==> src/rtl/ram_sys_pkg.sv <==
// Shared RAM test-system definitions: checker FSM encoding, LFSR taps and default seed.
// Latency: n/a (types, constants and a pure function only).
// Backpressure: n/a. Imported by both the RAM writer and the readback checker.
package ram_sys_pkg;

   // Readback FSM state encoding
   typedef enum logic [1:0] {
      ST_IDLE  = 2'd0,
      ST_READ  = 2'd1,
      ST_DRAIN = 2'd2,
      ST_DONE  = 2'd3
   } rd_state_t;

   // 8-bit Fibonacci LFSR, taps 8,6,5,4 (bits 7,5,4,3)
   localparam logic [7:0] LFSR_TAP_MASK     = 8'hB8;
   localparam logic [7:0] LFSR_DEFAULT_SEED = 8'hA5;

   // One LFSR step: shift left, feedback into bit 0
   function automatic logic [7:0] lfsr_step(input logic [7:0] s);
      return {s[6:0], ^(s & LFSR_TAP_MASK)};
   endfunction

endpackage

==> src/rtl/ram_lfsr_gen.sv <==
// Expected-data generator: 8-bit Fibonacci LFSR, zero-extended/truncated to DATA_W.
// Latency: o_data is the current state; i_en advances it on the next rising edge.
// Backpressure: none; i_load (seed reload) has priority over i_en.
// Ports: i_clk clock, i_load reload seed, i_en advance one step, o_data current word.
module ram_lfsr_gen
   import ram_sys_pkg::*;
#(
   parameter int         DATA_W = 8,
   parameter logic [7:0] SEED   = LFSR_DEFAULT_SEED
) (
   input  logic              i_clk,
   input  logic              i_load,
   input  logic              i_en,
   output logic [DATA_W-1:0] o_data
);

   logic [7:0] lfsr_q;

   always_ff @(posedge i_clk) begin
      if (i_load) begin
         lfsr_q <= SEED;
      end else if (i_en) begin
         lfsr_q <= lfsr_step(lfsr_q);
      end
   end

   assign o_data = DATA_W'(lfsr_q);

endmodule

==> config.mk <==
export PLATFORM = sky130hd
export DESIGN_NAME = ram_lfsr_gen
export DESIGN_NICKNAME = d
export VERILOG_FILES = /design/src/rtl/ram_sys_pkg.sv /design/src/rtl/ram_lfsr_gen.sv
export SDC_FILE = /design/constraint.sdc
export NUM_CORES = 1
export LEC_CHECK = 0
export CAP_MARGIN = 20
export CORE_AREA = 8 8 45 47
export DETAILED_ROUTE_END_ITERATION = 8
export DIE_AREA = 0 0 53 55
export GPL_TIMING_DRIVEN = 1
export PLACE_DENSITY_LB_ADDON = 0.25
export SYNTH_ARGS = -nofsm -noshare
export SYNTH_HDL_FRONTEND = slang
export SYNTH_SLANG_ARGS = --single-unit
==> constraint.sdc <==
create_clock -name i_clk -period 0.8 [get_ports i_clk]
set_input_delay 0.12 -clock i_clk [delete_from_list [all_inputs] [get_ports i_clk]]
set_output_delay 0.12 -clock i_clk [all_outputs]
set_load 0.005 [all_outputs]
-- Word-level counts from Yosys, hierarchy flattened
Cells that the tools add are included.
- register bits after elaboration: 8
- bits of input ports: 3
- output and inout port bits: 8
- logic and storage cells: 2
- reductions and logical operators: 1
- operators with widths (operator ; count):
    parity 8 bit ; 1

-- Longest topological paths before layout
Gate-level depths: netlist of the first run.
- depth after elaboration: 1
- depth in mapped cells: 3
- depth with buffers taken out: 3

-- Worst setup path before layout of the first run
No wires, ideal clock.
- path type: register -> register
- start: register lfsr_q[5], in the netlist o_data[5]
- end: register lfsr_q[0], in the netlist o_data[0]
- library setup time: 0.130 ns
- data arrival time: 0.719 ns
- required time: 0.670 ns
- setup slack: -0.049 ns
- cell stages (with the launch flop): 4
- buffers on the path: 0
- clock period less this slack: 0.849 ns
- cell sequence: dfxtp_1 -> xnor2_1 -> xnor2_1 -> a31oi_1
- word-level cells in the longest chain between the ends: 1
- ends and longest elaborated chain (what ; RTL line ; RTL):
    start: declaration ; ram_lfsr_gen.sv:17 ; logic [7:0] lfsr_q;
    start signal: assignment ; ram_lfsr_gen.sv:23 ; lfsr_q <= lfsr_step(lfsr_q);
    parity 8 bit ; ram_sys_pkg.sv:20 ; return {s[6:0], ^(s & LFSR_TAP_MASK)};
No other way between the ends.
A chain may end at the register's enable or synchronous reset.

-- Final worst setup path of the first run
- start: register lfsr_q[7], in the netlist o_data[7]
- end: register lfsr_q[0], in the netlist o_data[0]
The elaborated chain is that of the path after synthesis.

==> results.json, run 1 <==
{
  "power.share.combinational": 0.253,
  "maxSlewHeadroom": 0.913,
  "setup.worst_path.end_class": "flop",
  "power_frac_seq": 0.445,
  "clock_tree.htree_level_count": 1,
  "synth_enable_flop_cells": 0,
  "vias": 280,
  "grt_setup_unrepaired": "true",
  "power_density_nw_per_um2": 1900,
  "ys_seq_elements": 8,
  "required_ps": 940,
  "setup_viol_count_final": 9,
  "r2r_setup_slack_ps": -130,
  "syn-cell-area_um2": 303,
  "finalPower_uw": 1050,
  "ant_nets": 0,
  "cts_root_buf": "clkbuf_4",
  "synth_top_cells_by_area": "dfxtp_1 53%, mux2i_1 23%, xnor2_1 8.7%, nor2_1 5.0%, nand2_1 3.7%",
  "cell_internal_pwr_uw": 783,
  "worst_ir_drop_vdd_uv": 697,
  "global_router_s_overall_resource_usage": 0.0667,
  "synth_xor_area_frac": 0.0868,
  "initialDrtViolationCount": 0,
  "post-synth-top-area-fraction": 0.529,
  "power.net_switching_uw": 262,
  "synth_simple_gate_area_share": 0.103,
  "reg2reg_to": "o_data[0]",
  "worst_slack_ps": -128,
  "filler_cell_count": 150,
  "routabilityCongestion": 0.721,
  "reg2reg_from": "o_data[7]",
  "ctsLongestPathBuffers": 2,
  "yosys-mux-area-fraction": 0.231,
  "grt_max_degree": 6,
  "floorplan.die.width_um": 53,
  "die_area_um2": 2920,
  "drv.max_cap_violation_count": 0,
  "die_h_um": 55,
  "leakagePower_uw": 0.000267,
  "switching_share": 0.251,
  "numPlacedInstances": 65,
  "n_antenna_cell": 0,
  "fin_cells": 69,
  "failed_checks": "negative setup slack",
  "synth_common_cells": "8 x dfxtp_1, 7 x mux2i_1, 4 x nor2_1, 3 x nand2_1, 3 x xnor2_1",
  "tightest_hold_check_type": "in2reg",
  "ys_warn_count": 0,
  "synth.yosys.seq_area_share": 0.529,
  "clock_pin_slew_on_the_worst_setup_and_hold_paths_ps": 50,
  "timing_hold_violations_final": 0,
  "post-route-period-util": 1.16,
  "area_growth_pct": 81.8,
  "cts-buffers-inserted": 3,
  "syn-instance-count": 29,
  "routed_wl_um": 721,
  "synth_async_sr_flop_share": 0,
  "pin_count": 11,
  "min_period_ps": 928,
  "whs_endpoint": "o_data[7]",
  "synth_ff_type": "dfxtp_1",
  "number_of_buffers_added_to_fix_hold_violations_after_cts": 0,
  "drtPass1Iterations": 1,
  "globalRouteOverflowTotal": 0,
  "synth_nets": 32,
  "largest_reg_flops": 8,
  "syn_avg_cell_area_um2": 10.4,
  "start_util": 0.219,
  "routed_wire_length_per_instance_um": 10.4,
  "biggest_fanout_along_the_worst_timing_path": 2,
  "detail_route.vias_per_cell": 4.06,
  "layout-drive-gt1-share": 0.623,
  "reg2regPathDepth": 4,
  "ys_types": 9,
  "p_clk_frac": 0.302,
  "worst_clock_skew_ps": 0.888,
  "worst_pin_slew_ps": 127,
  "grt_pass1_vias": 323,
  "yosysMostFrequentCell": "dfxtp_1",
  "clock_sink_count": 8,
  "worst_ep_arrival_time_ps": 1070,
  "synth_adder_area_share": 0,
  "insertion_delay_ps": 260,
  "tritoncts": "yes",
  "grt_antenna_before_repair": 0,
  "timing.fmax_ghz": 1.08,
  "hold_ws_ps": 381,
  "report.final.slew_viol_count": 0,
  "yosys.area.top_type": "dfxtp_1",
  "run_status": "complete, but fails checks",
  "worstSetupStartpointType": "flop",
  "floorplan.core_area_um2": 1380,
  "grt_pass1_wl_mm": 1.33,
  "final_net_count": 58,
  "startpoint_to_endpoint_class_of_the_critical_path": "reg2reg",
  "synth_compound_gate_area_share": 0.0207,
  "worstHoldStart": "i_en",
  "place.port_buffers": 10,
  "synth_top_family_by_area": "multiplexers",
  "drt_drc_violations_left": 0,
  "min_path_cells": 4,
  "std_cell_rows": 14
}
## cells by family (layout without fill, tap and decap cells)
kind of cell	Yosys count	in the layout
mux	7	7
xor+xnor	3	3
compound gates	1	1
buf+inv	2	26
flops	8	8
simple gates	8	8
## worst max-delay path by stage
stage	start	endpoint	depth (start not counted)
finish	o_data[7]	o_data[0]	4
global route	o_data[7]	o_data[0]	4
CTS	o_data[7]	o_data[0]	4
detailed placement	i_en	o_data[2]	4
global placement	i_en	o_data[5]	4
floorplan	o_data[5]	o_data[0]	3
## metal layers
layer,track usage,vias up,part of all wire,routed length [µm]
li1,-,145,-,-
met3,0.0321,3,0.076,55
met1,0.0655,122,0.44,314
met4,0.0776,0,0.043,31
met2,0.0957,10,0.44,319
met5,0,-,0,0
## per-stage QoR
step,setup TNS (ps),util,worst slack (ps),area [µm²]
after global placement,-3620,0.376,-345,520
after global routing,-491,0.398,-167,551
after floorplan,-12.9,-,-12.9,323
after CTS,-362,0.381,-139,527
after detailed placement,-3580,0.376,-335,520
final,-209,0.398,-128,551
## layout by cell type (no fill, tap or decap)
cell type / n
buf_6: 6
buf_4: 7
xnor2_1: 1
buf_2: 7
nor3_1: 1
clkdlybuf4s50_1: 1
mux2i_1: 7
clkbuf_4: 3
nand2_1: 3
dlygate4sd2_1: 1
xnor2_2: 1
nor2_1: 4
inv_1: 1
xnor2_4: 1
dfxtp_2: 8
a31oi_1: 1
## power groups by stage
stage / registers [µW] / logic, µW / clock network (µW)
2_1_floorplan: 484 / 89.9 / 0
3_3_place_gp: 465 / 269 / 0
3_5_place_dp: 467 / 267 / 0
4_1_cts: 463 / 245 / 338
5_1_grt: 471 / 289 / 349
6_report: 465 / 265 / 316
## layout make-up
cell class	instances	area [µm²]	share of cell area
Tap cell	16	20.0	0.0364
Clock buffer	3	22.5	0.0409
Timing Repair Buffer	22	174	0.316
Inverter	1	3.75	0.00682
Sequential cell	8	170	0.309
Multi-Input combinational cell	19	160	0.291
## worst max-delay path, cell delays in order (launching register included)
cell and delay (ps):
dfxtp_2 320, buf_6 120, xnor2_4 160, xnor2_1 130
a31oi_1 90
## what timing repair did
item | in CTS | in global routing
hold endpoints to repair | 0 | 0
buffers inserted | 1 | 0
gates resized for setup | 41 | 3
gates cloned | 1 | 0
pin swaps | 5 | 1
endpoints found under the setup margin | 16 | 11
Power figures use the tool's default switching activity.
==> run 2, diff against run 1 <==
GPL_TIMING_DRIVEN = unset   (was 1)
==> results of run 2 <==
No change in the layout: final DEF, timing and power equal those of run 1.
